## config.mk

```make
export PLATFORM = sky130hd
export DESIGN_NAME = load_unit
export DESIGN_NICKNAME = d
export VERILOG_FILES = /design/src/rtl/load_unit.sv
export SDC_FILE = /design/constraint.sdc
export NUM_CORES = 1
export LEC_CHECK = 0
export ABC_AREA = 1
export ABC_CLOCK_PERIOD_IN_PS = 1900
export CAP_MARGIN = 15
export CORE_MARGIN = 4
export CORE_UTILIZATION = 44
export CTS_CLUSTER_SIZE = 28
export DETAILED_ROUTE_END_ITERATION = 7
export GPL_TIMING_DRIVEN = 0
export PLACE_DENSITY = 0.91
export SLEW_MARGIN = 5
export SYNTH_ARGS = -nofsm -noshare
export SYNTH_HDL_FRONTEND = slang
export SYNTH_SLANG_ARGS = --single-unit
```

## constraint.sdc

```tcl
create_clock -name clk -period 1.9 [get_ports clk]
set_clock_uncertainty 0.1 [all_clocks]
set_input_delay 0.285 -clock clk [delete_from_list [all_inputs] [get_ports clk]]
set_output_delay 0.285 -clock clk [all_outputs]
set_load 0.1 [all_outputs]
```

## src/rtl/load_unit.sv

```systemverilog
// Load unit: issues bus-word-aligned reads, then extracts and sign/zero-extends the addressed data.
// Optional LOAD_MISALIGN_SPLIT_EN: misaligned loads are serviced, and bus-word crossers are split into two beats.
module load_unit #(
  parameter int XLEN = 32
) (
  input  logic            clk,
  input  logic            reset,
  input  logic            LoadReqM,
  output logic            LoadReadyM,
  input  logic [XLEN-1:0] addrM,
  input  logic [2:0]      funct3M,
  output logic            mem_req_valid,
  input  logic            mem_req_ready,
  output logic [XLEN-1:0] mem_addr,
  input  logic            mem_rvalid,
  input  logic [XLEN-1:0] mem_rdata,
  output logic            load_valid,
  output logic [XLEN-1:0] load_data,
  output logic            load_fault
);

  localparam int NB = XLEN / 8;
  localparam int OW = $clog2(NB);

  typedef enum logic [2:0] {
    IDLE,
    FAULT,
    REQ0,
    RESP0,
    REQ1,
    RESP1,
    DONE
  } state_t;

  state_t          state_q;
  logic            mem_req_valid_q;
  logic [XLEN-1:0] mem_addr_q;
  logic            load_valid_q;
  logic [XLEN-1:0] load_data_q;
  logic            load_fault_q;
  logic [OW-1:0]   offset_q;
  logic [2:0]      funct3_q;
`ifdef LOAD_MISALIGN_SPLIT_EN
  logic [XLEN-1:0] beat0_q;
  logic            crossing_q;
  logic            crossing;
`endif

  logic [3:0] sizeBytes;
  logic [3:0] offsetW;
  logic       illegal;
  logic       misaligned;
  logic       reqFault;

  // Request decode is evaluated on the live inputs so the accept cycle can pick the next state.
  always_comb begin
    sizeBytes  = 4'd1 << funct3M[1:0];
    offsetW    = 4'(addrM[OW-1:0]);
    illegal    = (funct3M == 3'b111) ||
                 ((XLEN == 32) && ((funct3M == 3'b011) || (funct3M == 3'b110)));
    misaligned = |(offsetW & (sizeBytes - 4'd1));
`ifdef LOAD_MISALIGN_SPLIT_EN
    crossing   = (5'(offsetW) + 5'(sizeBytes)) > 5'(NB);
    reqFault   = illegal;
`else
    reqFault   = illegal | misaligned;
`endif
  end

  function automatic logic [XLEN-1:0] extract(input logic [2*XLEN-1:0] pair,
                                               input logic [OW-1:0]     off,
                                               input logic [2:0]        f3);
    logic [XLEN-1:0] s;
    logic [XLEN-1:0] res;
    s = XLEN'(pair >> {off, 3'b000});
    case (f3)
      3'b000:  res = XLEN'(signed'(s[7:0]));
      3'b001:  res = XLEN'(signed'(s[15:0]));
      3'b010:  res = XLEN'(signed'(s[31:0]));
      3'b100:  res = XLEN'(s[7:0]);
      3'b101:  res = XLEN'(s[15:0]);
      3'b110:  res = XLEN'(s[31:0]);
      default: res = s;
    endcase
    return res;
  endfunction

  always_ff @(posedge clk) begin
    if (reset) begin
      state_q         <= IDLE;
      mem_req_valid_q <= 1'b0;
      mem_addr_q      <= '0;
      load_valid_q    <= 1'b0;
      load_data_q     <= '0;
      load_fault_q    <= 1'b0;
      offset_q        <= '0;
      funct3_q        <= '0;
`ifdef LOAD_MISALIGN_SPLIT_EN
      beat0_q         <= '0;
      crossing_q      <= 1'b0;
`endif
    end else begin
      load_valid_q <= 1'b0;
      load_fault_q <= 1'b0;
      case (state_q)
        IDLE: begin
          if (LoadReqM) begin
            offset_q <= addrM[OW-1:0];
            funct3_q <= funct3M;
            if (reqFault) begin
              state_q      <= FAULT;
              load_valid_q <= 1'b1;
              load_fault_q <= 1'b1;
              load_data_q  <= '0;
            end else begin
              state_q         <= REQ0;
              mem_req_valid_q <= 1'b1;
              mem_addr_q      <= {addrM[XLEN-1:OW], {OW{1'b0}}};
`ifdef LOAD_MISALIGN_SPLIT_EN
              crossing_q      <= crossing;
`endif
            end
          end
        end
        FAULT: state_q <= IDLE;
        REQ0: begin
          if (mem_req_ready) begin
            mem_req_valid_q <= 1'b0;
            state_q         <= RESP0;
          end
        end
        RESP0: begin
          if (mem_rvalid) begin
`ifdef LOAD_MISALIGN_SPLIT_EN
            if (crossing_q) begin
              beat0_q         <= mem_rdata;
              mem_addr_q      <= mem_addr_q + XLEN'(NB);
              mem_req_valid_q <= 1'b1;
              state_q         <= REQ1;
            end else begin
              load_data_q  <= extract({{XLEN{1'b0}}, mem_rdata}, offset_q, funct3_q);
              load_valid_q <= 1'b1;
              state_q      <= DONE;
            end
`else
            load_data_q  <= extract({{XLEN{1'b0}}, mem_rdata}, offset_q, funct3_q);
            load_valid_q <= 1'b1;
            state_q      <= DONE;
`endif
          end
        end
`ifdef LOAD_MISALIGN_SPLIT_EN
        // Second beat fetches the next bus word; the address add wraps naturally.
        REQ1: begin
          if (mem_req_ready) begin
            mem_req_valid_q <= 1'b0;
            state_q         <= RESP1;
          end
        end
        RESP1: begin
          if (mem_rvalid) begin
            load_data_q  <= extract({mem_rdata, beat0_q}, offset_q, funct3_q);
            load_valid_q <= 1'b1;
            state_q      <= DONE;
          end
        end
`endif
        DONE:    state_q <= IDLE;
        default: state_q <= IDLE;
      endcase
    end
  end

  assign LoadReadyM    = (state_q == IDLE);
  assign mem_req_valid = mem_req_valid_q;
  assign mem_addr      = mem_addr_q;
  assign load_valid    = load_valid_q;
  assign load_data     = load_data_q;
  assign load_fault    = load_fault_q;

endmodule
```

==> impl_metrics.json <==
{
  "drc": 0,
  "std_cell_rows": 32,
  "io_buffers": 136,
  "n_antenna_cell": 0,
  "p_sw_mw": 1.59,
  "wirelength_um": 11700,
  "fin_setup_tns_ns": 0,
  "stdcell_area_sq_um": 5310,
  "avgSynthCellArea_sq_um": 6.80,
  "ys_seq_elements": 73,
  "fmax_ghz": 0.533,
  "path_class": "flop to output pin",
  "tightestPinTransition_ns": 0.953,
  "p_int_mw": 2.52,
  "postPlaceCellArea_sq_um": 5080,
  "grt_pass1_vias": 3977,
  "drive_above_1_share_pct": 18.7,
  "critPathRequiredTime_ns": 1.51,
  "synth_top_area_cell": "dfxtp_1",
  "vias": 4019,
  "outcome": "finished, final reports clean",
  "numCtsBuffers": 9,
  "mostFrequentLayoutCell": "nand2_1",
  "clk_pin_slew_ns": 0.08,
  "vias_per_cell": 5.14,
  "fp.dieW_um": 98.3,
  "synth_cell_types": 30,
  "fin_ws_ns": 0.0232,
  "total_power_mw": 4.11,
  "post_cts_buffers": 0,
  "rsz0062_at_grt": "false",
  "netlist_top_cells_area": "dfxtp_1, nand2_1, a21oi_1",
  "dpl.hpwl_um": 9250,
  "max_stage_delay_ns": 0.82,
  "num_io_pins": 140,
  "cts.sinks": 73,
  "hold_class": "input pin to flop",
  "cp_top_family": "buffers and inverters",
  "synth_top_cell_area_share_pct": 40.8,
  "seq_area_frac_synth_pct": 40.8,
  "seqPwrFrac_pct": 39.7,
  "netlist_area_sq_um": 3590,
  "placedCellCount": 766,
  "grt_overflow": 0,
  "path_cells": "clkdlybuf4s15_1",
  "dieArea_sq_um": 9660,
  "post_drt_wl_per_cell_um": 15.0,
  "period_needed_ns": 1.88,
  "final_hold_viol_count": 0,
  "p_leak_nw": 2.03,
  "drv_slew": 0,
  "min_period_over_period_pct": 98.8,
  "p_sw_share_pct": 38.6,
  "final_cells": 782,
  "ys_warn_count": 0,
  "ir_drop_v": 0.000484,
  "antenna_found_initial": 0,
  "syn2layout_area_growth_pct": 48.0,
  "cts_tree": "done",
  "setup_violations": 0,
  "htreeDepth": 3,
  "grt_max_degree": 14,
  "core_sq_um": 7810,
  "ant_nets": 0,
  "worstPathMaxFanout": 1,
  "initial_core_util_pct": 45.9,
  "cp_data_arrival_time_ns": 1.49,
  "grt_pass1_wl_um": 18500,
  "utilization_pct": 68.0,
  "pwr-share-clk_pct": 26.3,
  "slew_headroom_pct": 36.7,
  "hold_slack_ns": 0.363,
  "gp_congestion": 0.908,
  "p_per_area_nw_per_um2": 773,
  "synth_cells": 527,
  "first_pass_iters": 5,
  "clock-root-buffer": "clkbuf_8",
  "layout_common_cells": "nand2_1, dfxtp_1, clkdlybuf4s50_1",
  "cp.buffers_inverters": 1,
  "cts_buffer_depth": 2,
  "cp-end-kind": "output pin",
  "fin_nets": 747,
  "combPwrFrac_pct": 33.9,
  "first_iter_violations": 199,
  "pre_cts_ws_ns": -0.267,
  "drv_cap": 0,
  "clk_latency_ns": 0.35,
  "grt_use_total_pct": 23.6,
  "slowest_stage": "clkdlybuf4s15_1",
  "start_kind": "flop",
  "die_h_um": 98.3
}
-- kinds of logic (layout without fill, tap and decap cells) --
logic type / Yosys count / in the layout / synth area share, %
buffers and inverters: 66 / 218 / 10.2
AND/OR/NAND/NOR: 278 / 278 / 32.4
other: 1 / 2 / 0.105
AO/OA/AOI/OAI: 109 / 109 / 16.5
flip-flops: 73 / 73 / 40.8
-- layer usage --
layer / part of all wire (%) / vias to the layer above / track usage, %
met1: 41 / 1874 / 27.6
met3: 5.4 / 26 / 3.50
met5: 0 / - / 0
li1: - / 1980 / -
met2: 51 / 139 / 43.3
met4: 2.3 / 0 / 8.93
-- flip-flops by register name, indices dropped and copies added, names as in the netlist --
signal         count
mem_req_valid      1
load_valid         1
offset_q           2
funct3_q           3
state_q            3
load_fault         1
load_data         32
mem_addr          30
-- final timing paths --
check | cells past startpoint | end | slack [ns] | from
worst max-delay path | 1 | load_fault | 0.02 | load_fault
worst min-delay path | 2 | funct3_q[0] | 0.36 | reset
worst max register to register | 6 | load_data[1] | 0.20 | offset_q[1]
worst min register to register | 2 | load_data[3] | 0.36 | load_data[3]
-- Yosys cell counts, drive strengths merged --
cell type    n
conb         1
nor3         2
nor2        44
clkbuf      10
a21oi       72
a31oi        1
nand3b       1
o21ai       25
a211oi       4
inv         29
nand2      206
buf         27
dfxtp       73
o31ai        7
nand3       25
-- what timing repair did --
item / 4_1_cts / 5_1_grt
resized for setup: 196 / 4
endpoints found under the setup margin: 66 / 4
hold buffers: 0 / 0
hold endpoints to repair: 0 / 0
-- power by group through the flow --
stage | logic (mW) | registers (mW) | clock network, mW
final | 1.39 | 1.63 | 1.08
after floorplan | 0.649 | 1.99 | 0
after detailed placement | 1.40 | 1.67 | 0
after global routing | 1.49 | 1.64 | 1.15
after global placement | 1.38 | 1.66 | 0
after CTS | 1.38 | 1.63 | 1.09
-- layout make-up --
type / instances / area (sq um)
flip-flops and latches: 73 / 1460
repair buffers: 136 / 1420
well taps: 102 / 128
clock inverters: 6 / 43.8
fillers: 689 / 2500
plain buffers: 37 / 251
clock buffers: 10 / 128
inverters: 29 / 114
multi-input cells: 389 / 1760
Power figures use the tool's default switching activity.
==> edit (same flow settings) <==
The option `LOAD_MISALIGN_SPLIT_EN` is turned on by a define.
--- a/src/rtl/load_unit.sv
+++ b/src/rtl/load_unit.sv
@@ -1,5 +1,7 @@
 // Load unit: issues bus-word-aligned reads, then extracts and sign/zero-extends the addressed data.
 // Optional LOAD_MISALIGN_SPLIT_EN: misaligned loads are serviced, and bus-word crossers are split into two beats.
+`define LOAD_MISALIGN_SPLIT_EN
+
 module load_unit #(
   parameter int XLEN = 32
 ) (
Function: changed (a bounded check fails within 4 cycles, from zero or initial values and one cycle with reset high).
==> edit against the original RTL <==
The flow now finishes with violations (negative setup slack); worst setup slack got worse by 27 ps; wire length rose to 2.6 times the old value; combinational power rose to 7.0 times the old value; non-clock buffer count rose by 54; largest power group is now combinational cells; final cell count rose by 110%; total power rose to 3.7 times the old value; die area rose by 92%; largest cell class unchanged; area after synthesis rose by 100%; critical path depth rose by 7; final area rose by 84%; sequential cell count rose by 33; first-iteration DRC count rose to 5.0 times the old value; sequential share of layout area fell by 5.4 points.
==> edit: results (changes against the original RTL) <==
* Status: complete, but fails checks
* Failing checks: negative setup slack
* Synth Area in Adders at 0.00798 (+0.00798)
* Worst slew pin tran at 954 ps (+1.24 ps)
* Hpwl dp at 23400 um (+150%)
* Top cells by area, synth: dfxtp_1 (29%), nand2_1 (20%), nand3_1 (16%), nor2_1 (8.4%), o21ai_0 (6.7%)
* Initial DRT Pass Iterations at 8 (+3)
* Distinct cells, synth at 35 (+17%)
* Share of cells above drive strength 1 at 0.178 (-0.00910)
* Compound-cell area share of the yosys netlist at 0.113 (-0.0521)
* Final setup margin at -3.86 ps (-27.1 ps)
* Maximum vdd ir drop at 0.898 mV (+86%)
* Post-synth top cells: nand2_1 (376), nand3_1 (234), nor2_1 (162), dfxtp_1 (106)
* Initial DRC count at 991 (+400%)
* Xor/xnor cell area share of the yosys netlist at 0.00486 (+0.00486)
* DR vias at 9247 (+130%)
* Cell leakage power at 4.31 nW (+110%)
* Gr usage total at 0.320 (+0.0843)
* Sequential power share at 0.224 (-0.173)
* Final nets at 1497 (+100%)
* Crit path arrival time at 2110 ps (+620 ps)
* Final Wtd Congestion at 1.00 (+10%)
* Clk pwr at 2.10 mW (+94%)
* Root buf cell: clkbuf_16
* Final TNS setup at -3.86 ps (-3.86 ps)
* CP Max Fanout at 10 (+9)
* Vias in the first global route at 8515 (+110%)
* Final Setup Violations at 1 (+1)
* Mux cell area share after synthesis at 0 (unchanged)
* Async SR Flop Fraction at 0 (unchanged)
* Largest net degree at the start of global routing at 17 (+3)
* First-pass GRT wire length at 45900 um (+150%)
* Slowest stage delay, CP at 500 ps (-320 ps)
* Worst r2r src: funct3_q[1]
* Placed standard-cell area at 0.00904 sq mm (+78%)
* Sequential area share after synthesis at 0.294 (-0.113)
* Crit-path slowest cell: clkbuf_1
* Pint at 6.65 mW (+160%)
* Routed Wire Length at 30400 um (+160%)
## edit: changes by cell type after synthesis, moves of 7 or more
| cell | delta |
|---|---|
| nand2_1 | +174 |
| o21ai_1 | +10 |
| dfxtp_1 | +33 |
| clkbuf_1 | +19 |
| nand3_1 | +213 |
| inv_1 | +72 |
| nor2_1 | +123 |
| buf_2 | +21 |
| o21ai_0 | +73 |
| or2_1 | +8 |
| o31ai_1 | -7 |
| a21oi_1 | -21 |
## edit: final cells by class
class	instances	area, sq um
Clock buffer	10	239
Clock inverter	4	75.1
Buffer	76	505
Inverter	104	390
Fill cell	1583	6210
Sequential cell	106	2170
Tap cell	216	270
Timing Repair Buffer	151	1550
Multi-Input combinational cell	973	4590
## edit: metal layers
| metal | wire length [um] | global-route usage |
|---|---|---|
| met3 | 2750 | 0.0555 |
| met2 | 14400 | 0.551 |
| met5 | 0 | 0 |
| met4 | 1780 | 0.163 |
| met1 | 11400 | 0.383 |
## edit: repair_timing
item | 4_1_cts | 5_1_grt
setup buffers | 4 | 11
resized for setup | 230 | 72
hold endpoints to repair | 0 | 0
hold buffers | 0 | 0
pin swaps | 3 | 7
setup endpoints to repair | 156 | 86
## edit: final timing paths
check	endpoint	slack, ps	cells past startpoint
hold reg to reg	mem_req_valid	370	2
setup / recovery	load_data[22]	-4	8
hold / removal	mem_addr[31]	160	2
setup reg to reg	load_data[22]	-4	8
## edit: per-stage QoR
stage	util	worst slack, ps	cells	hold slack (ps)	power [mW]
after floorplan	-	-60.2	1260	314	10.3
after global placement	0.565	-281	1612	350	12.7
after detailed placement	0.565	-310	1612	367	12.8
after CTS	0.597	1.67	1629	164	14.9
after global routing	0.612	-33.8	1640	194	16.1
final	0.612	-3.86	1640	163	15.3
